===== src/rtl/rst_sequencer.sv =====
// Power-on / push-button reset sequencer: waits for PLL lock, holds reset for a fixed
// number of cycles, and re-enters the sequence on lock loss or a debounced button press.
module rst_sequencer #(
    parameter int unsigned DEBOUNCE_CYCLES = 250_000,
    parameter int unsigned HOLD_CYCLES     = 32
) (
    input  logic       clk,
    input  logic       reset_ni,
    input  logic       locked_i,
    input  logic       btn_i,
    output logic       reset_o,
    output logic       btn_o,
    output logic [1:0] state_o,
    output logic [7:0] lock_loss_o
);

    localparam int unsigned DbW   = (DEBOUNCE_CYCLES > 1) ? $clog2(DEBOUNCE_CYCLES) : 1;
    localparam int unsigned HoldW = (HOLD_CYCLES > 1) ? $clog2(HOLD_CYCLES) : 1;
    localparam logic [DbW-1:0]   DbLast   = DbW'(DEBOUNCE_CYCLES - 1);
    localparam logic [HoldW-1:0] HoldLast = HoldW'(HOLD_CYCLES - 1);

    typedef enum logic [1:0] {
        StWaitLock = 2'b00,
        StHold     = 2'b01,
        StRun      = 2'b10
    } state_e;

    logic             lock_meta_q, lock_s_q;
    logic             btn_meta_q, btn_s_q;
    logic             btn_q, btn_d;
    logic [DbW-1:0]   db_cnt_q, db_cnt_d;
    logic [HoldW-1:0] hold_cnt_q, hold_cnt_d;
    state_e           state_q, state_d;
    logic [7:0]       lock_loss_q, lock_loss_d;
    logic             lost;

    always_ff @(posedge clk or negedge reset_ni) begin
        if (!reset_ni) begin
            lock_meta_q <= 1'b0;
            lock_s_q    <= 1'b0;
            btn_meta_q  <= 1'b0;
            btn_s_q     <= 1'b0;
            btn_q       <= 1'b0;
            db_cnt_q    <= '0;
            hold_cnt_q  <= '0;
            state_q     <= StWaitLock;
            lock_loss_q <= 8'd0;
        end else begin
            lock_meta_q <= locked_i;
            lock_s_q    <= lock_meta_q;
            btn_meta_q  <= btn_i;
            btn_s_q     <= btn_meta_q;
            btn_q       <= btn_d;
            db_cnt_q    <= db_cnt_d;
            hold_cnt_q  <= hold_cnt_d;
            state_q     <= state_d;
            lock_loss_q <= lock_loss_d;
        end
    end

    // Debounce: any return to the accepted level restarts the count.
    always_comb begin
        btn_d    = btn_q;
        db_cnt_d = db_cnt_q;
        if (btn_s_q == btn_q) begin
            db_cnt_d = '0;
        end else if (db_cnt_q == DbLast) begin
            btn_d    = btn_s_q;
            db_cnt_d = '0;
        end else begin
            db_cnt_d = db_cnt_q + 1'b1;
        end
    end

    always_comb begin
        state_d    = state_q;
        hold_cnt_d = hold_cnt_q;
        lost       = 1'b0;
        case (state_q)
            StWaitLock: begin
                hold_cnt_d = '0;
                if (lock_s_q) begin
                    state_d = StHold;
                end
            end
            StHold: begin
                if (!lock_s_q) begin
                    state_d    = StWaitLock;
                    hold_cnt_d = '0;
                    lost       = 1'b1;
                end else if (btn_q) begin
                    hold_cnt_d = '0;
                end else if (hold_cnt_q == HoldLast) begin
                    state_d    = StRun;
                    hold_cnt_d = '0;
                end else begin
                    hold_cnt_d = hold_cnt_q + 1'b1;
                end
            end
            StRun: begin
                hold_cnt_d = '0;
                if (!lock_s_q) begin
                    state_d = StWaitLock;
                    lost    = 1'b1;
                end else if (btn_q) begin
                    state_d = StHold;
                end
            end
            default: begin
                state_d    = StWaitLock;
                hold_cnt_d = '0;
            end
        endcase
    end

    always_comb begin
        lock_loss_d = lock_loss_q;
        if (lost && (lock_loss_q != 8'hFF)) begin
            lock_loss_d = lock_loss_q + 8'd1;
        end
    end

    // Decoded from the state register alone so reset_o cannot glitch.
    assign reset_o     = (state_q != StRun);
    assign state_o     = state_q;
    assign btn_o       = btn_q;
    assign lock_loss_o = lock_loss_q;

endmodule

===== config.mk =====
export PLATFORM = sky130hd
export DESIGN_NAME = rst_sequencer
export DESIGN_NICKNAME = d
export VERILOG_FILES = /design/src/rtl/rst_sequencer.sv
export SDC_FILE = /design/constraint.sdc
export NUM_CORES = 1
export LEC_CHECK = 0
export ABC_AREA = 1
export ABC_CLOCK_PERIOD_IN_PS = 2600
export CAP_MARGIN = 20
export CORE_MARGIN = 2
export CORE_UTILIZATION = 45
export DETAILED_ROUTE_END_ITERATION = 7
export DONT_BUFFER_PORTS = 1
export GPL_ROUTABILITY_DRIVEN = 0
export RECOVER_POWER = 100
export REMOVE_ABC_BUFFERS = 1
export SETUP_SLACK_MARGIN = 0.02
export SLEW_MARGIN = 5
export SYNTH_ARGS = -nofsm -noshare
export SYNTH_HDL_FRONTEND = slang
export SYNTH_SLANG_ARGS = --single-unit

===== constraint.sdc =====
create_clock -name clk -period 2.6 [get_ports clk]
set_clock_uncertainty 0.1 [all_clocks]
set_input_delay 0.39 -clock clk [delete_from_list [all_inputs] [get_ports clk]]
set_output_delay 0.39 -clock clk [all_outputs]
set_load 0.05 [all_outputs]

==> results_dict.tcl, run 1 <==
set metrics [dict create \
    outcome "finished, final reports clean" \
    cp_top_family "buffers and inverters" \
    area_growth_pct 10.7 \
    core_area_sq_um 4290 \
    rrSetupSlack_ns 0.53 \
    grt_setup_unrepaired "false" \
    ctsResizeCount 0 \
    postRouteWirelength_mm 3.48 \
    synth.avg_cell_area_sq_um 8.23 \
    tns_ns 0 \
    crit_path_end_kind "flop" \
    hold_violations 0 \
    synth-seq-cells 38 \
    final-setup-viol-count 0 \
    cts-htree-levels 2 \
    slew_violations 0 \
    grt.total_usage_pct 15.9 \
    timing.critical_path.mode_cell "nand2_1" \
    min_from "btn_i" \
    cts_buffers 5 \
    die-area_sq_um 4970 \
    worstMarginPinSlew_ns 0.926 \
    hold_ws_ns 0.0192 \
    portBuffers 0 \
    first_global_vias 1372 \
    yosysWarnings 0 \
    first_pass_iters 4 \
    post_dp_cell_area_sq_um 2100 \
    clock_sinks 38 \
    num-nets-final 269 \
    worstSkewPairLatency_ns 0.30 \
    n_antenna_cell 0 \
    grt_max_degree 39 \
    io_pins 16 \
    cp_data_required_time_ns 2.68 \
    p_per_area_nw_per_um2 833 \
    remaining_drc_errors 0 \
    min_path_type "input pin to flop" \
    relSlewSlack_pct 38.3 \
    cp.arrival_ns 2.15 \
    grt_overflow 0 \
    cp_slowest_cell "clkbuf_1" \
    via_count 1474 \
    drive_gt1_share_pct 7.36 \
    path_buf_inv 2 \
    die-height_um 70.5 \
    synth_area_sq_um 1990 \
    hold_depth 0 \
    viasPerCell 4.75 \
    die_w_um 70.5 \
    cp_max_fo 13 \
    regToRegStartpoint "lock_loss_o[0]" \
    ys_seq_area_share_pct 47.8 \
    rows 24 \
    cts_root_buffer "clkbuf_8" \
    drv_cap 0 \
    synth_cell_types 22 \
    antenna_found_initial 0 \
    stdcell_area_sq_um 2200 \
    worstReg2RegEnd "lock_loss_o[4]" \
    slowest_delay_ns 0.56 \
    cts_tree "done" \
    cts_setup_buffers 0 \
    cp-start-kind "flop" \
    antenna_left 0 \
    crit_chain "clkbuf_1, ha_1, nand4_1, nand2_2, inv_1, nand2_1, nand2_1" \
    finalCritPeriodShare_pct 79.6 \
    clockBufferDepth 2 \
    dpl.hpwl_mm 2.49 \
    min_to "btn_meta_q" \
    peakVddDrop_mv 0.480 \
    worst_slack_ns 0.531 \
    crit_type "flop to flop" \
    leakage_nw 1.01 \
    period_needed_ns 2.07 \
    path_clk_slew_ns 0.08 \
    drt_iter0_markers 123 \
    reg2reg_depth 7 \
    initial_core_util_pct 46.4 \
    nFillCells 425 \
    fmaxAchievable_mhz 483 \
    pre_cts_slack_ns 0.696 \
    synth_cells 242 \
    final_core_util_pct 51.3 \
    wl_per_cell_um 11.2 \
    grt_pass1_wl_mm 6.18 \
]
## cell usage in the layout (no fill, tap or decap)
cell	n
nand2_1	52
nor2_1	51
dfrtp_1	38
inv_1	28
nand3_1	20
xor2_1	11
ha_1	8
xnor2_1	6
clkbuf_8	6
clkbuf_1	6
nor2_2	4
o21ai_1	4
o21ai_0	4
a21oi_1	4
nand2_2	3
nor3b_1	2
nand4_1	2
bufinv_16	2
inv_2	1
nor2_4	1
o21bai_1	1
o22ai_1	1
clkbuf_2	1
dlygate4sd3_1	1
buf_4	1
## metal layers
layer	routed length [um]	global-route usage [%]	vias up
li1	-	-	781
met1	1740	21.8	664
met2	1530	23.3	23
met3	127	3.90	6
met4	72	8.33	0
met5	0	0	-
## area by class of cell
type	instances	area, sq um	area share, %
Clock inverter	2	60.1	2.72
Multi-Input combinational cell	174	892	40.5
Clock buffer	6	82.6	3.75
Sequential cell	38	951	43.1
Tap cell	52	65.1	2.95
Timing Repair Buffer	9	45.0	2.04
Inverter	29	109	4.94
## synth_stat cells (all sizes together)
cell    instances  share of area (%)
o21ai           8                2.0
a21oi           4                1.0
xor2           11                5.2
o22ai           1               0.31
nand2          55                 11
nor2           56                 12
nand4           2               0.63
xnor2           6                2.6
buf             1               0.57
dfrtp          38                 48
nand3          20                5.3
ha              8                5.0
nor3b           2               0.75
o21bai          1               0.38
inv            29                5.5
## logic make-up (layout without fill, tap and decap cells)
kind of cell | Yosys count | after routing | share of synthesized area (%)
simple gates | 135 | 135 | 29.6
compound gates | 14 | 14 | 3.71
flops | 38 | 38 | 47.8
fa+ha+maj | 8 | 8 | 5.03
xor+xnor | 17 | 17 | 7.86
buf+inv | 30 | 46 | 6.03
## per-stage QoR
step	total power, W	std cells
finish	0.00184	310
global route	0.00194	310
CTS	0.00189	310
detailed placement	0.00124	300
global placement	0.00123	300
floorplan	0.00113	241
## timing repair
| item | 4_1_cts | 5_1_grt |
|---|---|---|
| hold buffers | 2 | 0 |
| hold endpoints to repair | 38 | 0 |
| setup endpoints to repair | 0 | 0 |
## worst max-delay path by stage
stage / slack [ns] / cells past startpoint / to / from
after CTS: 0.58 / 2 / reset_o / state_o[1]
final: 0.53 / 7 / lock_loss_o[4] / lock_loss_o[0]
after global placement: 0.76 / 7 / lock_loss_o[7] / state_o[1]
after detailed placement: 0.70 / 7 / lock_loss_o[7] / state_o[1]
after global routing: 0.31 / 8 / lock_loss_o[4] / lock_loss_o[3]
after floorplan: 0.79 / 3 / reset_o / state_o[0]
## worst register-to-register path, cell delays in order (launching register included)
cell and delay (ns):
dfrtp_1 0.32, clkbuf_1 0.56, ha_1 0.35, nand4_1 0.13, nand2_2 0.25, inv_1 0.12, nand2_1 0.07, nand2_1 0.05
## power breakdown
group	internal (W)	total, W	switching (W)	leakage (nW)
clock network	0.000409	0.000624	0.000214	0.0714
registers	0.000651	0.000733	0.0000821	0.510
logic	0.000125	0.000479	0.000355	0.431
total	0.00118	0.00184	0.000651	1.01
## flip-flops by register name, indices dropped and copies added (netlist names)
| name | flops |
|---|---|
| btn_meta_q | 1 |
| btn_o | 1 |
| btn_s_q | 1 |
| db_cnt_q | 18 |
| hold_cnt_q | 5 |
| lock_loss_o | 8 |
| lock_meta_q | 1 |
| lock_s_q | 1 |
| state_o | 2 |
(Power assumes the default switching activity.)
==> run 2, diff against run 1 <==
- ABC_CLOCK_PERIOD_IN_PS: 2600 -> 1700
- clock period: 2.6 -> 1.7 ns (I/O delays scaled with it)
==> run 2 against run 1 <==
- hold slack better by 0.24 ns
- global-route usage is 0.75 points higher
- register-to-register slack worse by 0.36 ns
- worst setup slack worse by 0.45 ns
- total power is 47% higher
- count of clock-buffer cells in the layout stayed put
- non-clock buffer count is 7 higher
- final area is 2.7% higher
- sequential cell count stayed put
- via count is 3.1% higher
- first-iteration DRC count is 12% lower
- combinational power is 79% higher
- critical endpoint is now reset_o
- highest routed layer unchanged
==> results_dict.tcl, run 2 (synthesis gave the netlist of run 1 again) <==
set metrics [dict create \
    outcome "finished, final reports clean" \
    clockBufferDepth 2 \
    die_w_um 70.5 \
    worstMarginPinSlew_ns 0.930 \
    p_int_w 0.00172 \
    grt_overflow 0 \
    hold_violations 0 \
    top_layer "met4" \
    routed-wl-met3_um 124 \
    cp-start-kind "flop" \
    wl_per_cell_um 11.5 \
    relSlewSlack_pct 38.0 \
    final_core_util_pct 52.7 \
    via_count 1519 \
    grt_pass1_wl_mm 6.48 \
    cp.arrival_ns 1.27 \
    cts_setup_buffers 0 \
    final-seq-area_sq_um 951 \
    first_pass_iters 4 \
    cts_tree "done" \
    p_per_area_nw_per_um2 1190 \
    postRouteWirelength_mm 3.63 \
    slew_violations 0 \
    switching_share_pct 36.4 \
    worst_slack_ns 0.0798 \
    n_antenna_cell 0 \
    initial_core_util_pct 46.4 \
    drt-met1-wl_mm 1.72 \
    pre_cts_slack_ns 0.152 \
    wl_met2_mm 1.72 \
    crit_path_end_kind "primary output" \
    reg2reg_depth 3 \
    crit_start "state_o[1]" \
    power.switching_w 0.000984 \
    hold_depth 0 \
    mostFrequentLayoutCell "nand2_1" \
    io_pins 16 \
    final-setup-viol-count 0 \
    first_global_vias 1483 \
    drv_cap 0 \
    grt_max_degree 39 \
    crit_type "flop to primary output" \
    final_cell_mix "nand2_1 (51), nor2_1 (49), dfrtp_1 (38)" \
    peakVddDrop_mv 0.709 \
    rows 24 \
    cp_max_fo 3 \
    pwr-share-seq_pct 39.7 \
    die-height_um 70.5 \
    comb_power_share_pct 31.6 \
    leakage_nw 1.06 \
    cp_data_required_time_ns 1.34 \
    worstSkewPairLatency_ns 0.29 \
    dpl.hpwl_mm 2.65 \
    min_path_type "flop to flop" \
    fmaxAchievable_mhz 617 \
    path_clk_slew_ns 0.07 \
    die-area_sq_um 4970 \
    antenna_found_initial 0 \
    multi_input_area_sq_um 910 \
    clock_sinks 38 \
    cts_buffers 5 \
    drt_iter0_markers 108 \
    drive_gt1_share_pct 12.5 \
    nFillCells 440 \
    power_w 0.00270 \
    grt.total_usage_pct 16.7 \
    period_needed_ns 1.62 \
    num-nets-final 276 \
    portBuffers 0 \
    viasPerCell 4.81 \
    min_from "lock_meta_q" \
    pwr-share-clk_pct 28.7 \
    top_register "db_cnt_q" \
    largest_reg_flops 18 \
    cts_root_buffer "clkbuf_8" \
    finalCritPeriodShare_pct 95.3 \
    remaining_drc_errors 0 \
    regToRegStartpoint "btn_o" \
    antenna_left 0 \
    cts-htree-levels 2 \
    core_area_sq_um 4290 \
    area_growth_pct 13.7 \
]
[run 2: cell types whose count changed in the layout (fill, tap and decap cells not counted), sizes merged]
cell / delta
clkbuf: +4
dlygate4sd3: +2
buf: +1
bufinv: -1
[run 2: worst paths after layout]
path / endpoint / slack, ns
setup / recovery: reset_o / 0.08
hold / removal: lock_s_q / 0.26
setup reg to reg: db_cnt_q[2] / 0.17
hold reg to reg: lock_s_q / 0.26
max in group asynchronous: state_o[0] / 0.37
min in group asynchronous: lock_loss_o[5] / 0.57
[run 2: final cells by class]
class                      instances  share of cell area, %
inverter                          29                   4.81
multi-input combinational        174                   40.2
timing repair buffer              16                   5.14
tap                               52                   2.87
sequential                        38                   42.0
clock inverter                     1                   1.33
clock buffer                       6                   3.65
[run 2: critical path: stages (launching register included)]
cell and delay (ns):
dfrtp_1 0.39, buf_6 0.16, ha_1 0.19, inv_1 0.09, buf_12 0.14
[run 2: repair_timing]
item	CTS	global route
hold buffers	4	0
setup endpoints to repair	0	3
endpoints found under the hold margin	40	0
resized for setup	0	2
[run 2: stage by stage]
step,instances,TNS (ns),instance area [sq um],hold WS (ns)
floorplan,241,-0.260,1980,-0.141
finish,316,0,2260,0.256
global placement,305,0,2150,-0.140
global route,316,-0.00174,2260,0.265
detailed placement,305,0,2150,-0.140
CTS,316,0,2310,0.260
[run 2: power by group through the flow]
stage | Clock, W | Sequential [W] | Combinational, W
after CTS | 0.000808 | 0.00107 | 0.000902
after detailed placement | 0 | 0.00109 | 0.000870
final | 0.000776 | 0.00107 | 0.000856
after global routing | 0.000828 | 0.00109 | 0.000951
after global placement | 0 | 0.00109 | 0.000869
after floorplan | 0 | 0.00135 | 0.000366
[run 2: layer usage]
layer,GRT usage [%],vias to the layer above
li1,-,797
met5,0,-
met3,4.18,7
met4,7.05,0
met1,21.7,696
met2,26.4,19
==> run 3, diff against run 2 <==
==> constraint.sdc (replaced) <==
create_clock -name clk -period 1.7 [get_ports clk]
set_clock_uncertainty 0.1 [all_clocks]
set_input_delay 0.17 -clock clk [delete_from_list [all_inputs] [get_ports clk]]
set_output_delay 0.17 -clock clk [all_outputs]
set_load 0.05 [all_outputs]
==> run 3 against run 2 <==
- largest cell class unchanged
- register-to-register slack barely moved
- global-route usage is 0.086 points lower
- worst setup slack better by 0.0061 ns
==> results_dict.tcl, run 3 (synthesis gave the netlist of run 1 again) <==
set metrics [dict create \
    final_cell_mix "nand2_1 (50), nor2_1 (49), dfrtp_1 (38)" \
    wl_per_cell_um 11.7 \
    area_growth_pct 13.4 \
    drt_iter0_markers 83 \
    cp_max_fo 3 \
    cp_top_family "buffers and inverters" \
    cts_buffers 5 \
    cp.arrival_ns 1.34 \
    cts-htree-levels 2 \
    worstSkewPairLatency_ns 0.30 \
    switching_share_pct 38.3 \
    clockBufferDepth 2 \
    comb_power_share_pct 31.5 \
    pwr-share-clk_pct 29.1 \
    antenna_found_initial 0 \
    grt_setup_unrepaired "false" \
    first_pass_iters 4 \
    core_area_sq_um 4290 \
    finalCritPeriodShare_pct 94.9 \
    leakage_nw 1.04 \
    cts_setup_buffers 0 \
    dpl.hpwl_mm 2.63 \
    die_w_um 70.5 \
    io_pins 16 \
    crit_chain "buf_4, ha_1, inv_1, clkbuf_4" \
    first_global_vias 1436 \
    p_int_w 0.00167 \
    viasPerCell 4.77 \
    cp_data_required_time_ns 1.43 \
    clock_sinks 38 \
    cp-start-kind "flop" \
    place_inst 305 \
    nFillCells 408 \
    cp_slowest_cell "dfrtp_1" \
    die-area_sq_um 4970 \
    slew_violations 0 \
    grt_max_degree 39 \
    num-nets-final 276 \
    initial_core_util_pct 46.4 \
    pwr-share-seq_pct 39.4 \
    slowest_delay_ns 0.38 \
    hold_violations 0 \
    crit_type "flop to primary output" \
    antenna_left 0 \
    fmaxAchievable_mhz 620 \
    final-setup-viol-count 0 \
    worstMarginPinSlew_ns 0.947 \
    largest_reg_flops 18 \
    grt_overflow 0 \
    outcome "finished, final reports clean" \
    power.switching_w 0.00104 \
    peakVddDrop_mv 0.898 \
    tns_ns 0 \
    min_path_type "flop to flop" \
    finalNonFillerCells 317 \
    drv_cap 0 \
    path_clk_slew_ns 0.08 \
    top_register "db_cnt_q" \
    hold_ws_ns 0.257 \
    path_buf_inv 3 \
    mostFrequentLayoutCell "nand2_1" \
    grt_pass1_wl_mm 6.43 \
    p_per_area_nw_per_um2 1200 \
    remaining_drc_errors 0 \
    rows 24 \
    crit_path_end_kind "primary output" \
    drive_gt1_share_pct 12.1 \
    period_needed_ns 1.61 \
    n_antenna_cell 0 \
    cts_root_buffer "clkbuf_8" \
    portBuffers 0 \
    cts_tree "done" \
    grt.total_usage_pct 16.6 \
    postRouteWirelength_mm 3.71 \
    via_count 1512 \
    die-height_um 70.5 \
    relSlewSlack_pct 36.8 \
]
==> run 3: changes by cell type in the layout (fill, tap and decap cells not counted), moves of 2 or more <==
cell / previous run / this run
buf_4: 0 / 3
clkbuf_2: 11 / 6
clkbuf_1: 0 / 3
clkinvlp_4: 0 / 2
==> run 3: through the flow <==
step	util (%)	total power [W]	cell area (sq um)	setup WS, ns
after global placement	50.0	0.00196	2150	0.181
after global routing	52.6	0.00287	2260	0.0239
after floorplan	-	0.00172	1980	-0.0562
after CTS	53.8	0.00279	2310	0.104
final	52.6	0.00271	2260	0.0859
after detailed placement	50.0	0.00197	2150	0.149
==> run 3: path summary, 6_finish.rpt <==
| check | start | to | slack [ns] | cells past startpoint |
|---|---|---|---|---|
| worst max-delay path | state_o[1] | reset_o | 0.09 | 4 |
| max in group asynchronous | reset_ni | hold_cnt_q[2] | 0.43 | 2 |
| min in group asynchronous | reset_ni | db_cnt_q[7] | 0.47 | 2 |
| worst min register to register | btn_meta_q | btn_s_q | 0.26 | 0 |
| worst max register to register | db_cnt_q[0] | db_cnt_q[16] | 0.17 | 6 |
| worst min-delay path | btn_meta_q | btn_s_q | 0.26 | 0 |
==> run 3: cell type report <==
type	instances	area (sq um)	share of cell area [%]
Timing Repair Buffer	16	101	4.49
Inverter	29	109	4.82
Clock buffer	5	68.8	3.05
Clock inverter	3	45.0	2.00
Sequential cell	38	951	42.1
Multi-Input combinational cell	174	917	40.6
Tap cell	52	65.1	2.88
==> run 3: power groups by stage <==
stage / registers, W / logic [W] / clock network (W)
after global placement: 0.00109 / 0.000871 / 0
after floorplan: 0.00135 / 0.000366 / 0
after CTS: 0.00107 / 0.000908 / 0.000806
after global routing: 0.00109 / 0.000950 / 0.000837
after detailed placement: 0.00109 / 0.000874 / 0
final: 0.00107 / 0.000852 / 0.000788
==> run 3: repair_timing <==
item                       in CTS  in global routing
setup endpoints to repair       0                  7
hold buffers                    4                  0
hold endpoints to repair       40                  0
gates resized for setup         0                  4
==> run 3: metal layers <==
metal  routed length [um]  GRT usage [%]
met5                    0              0
met4                   51           5.13
met2                 1710           25.4
met3                  134           5.63
met1                 1810           22.3
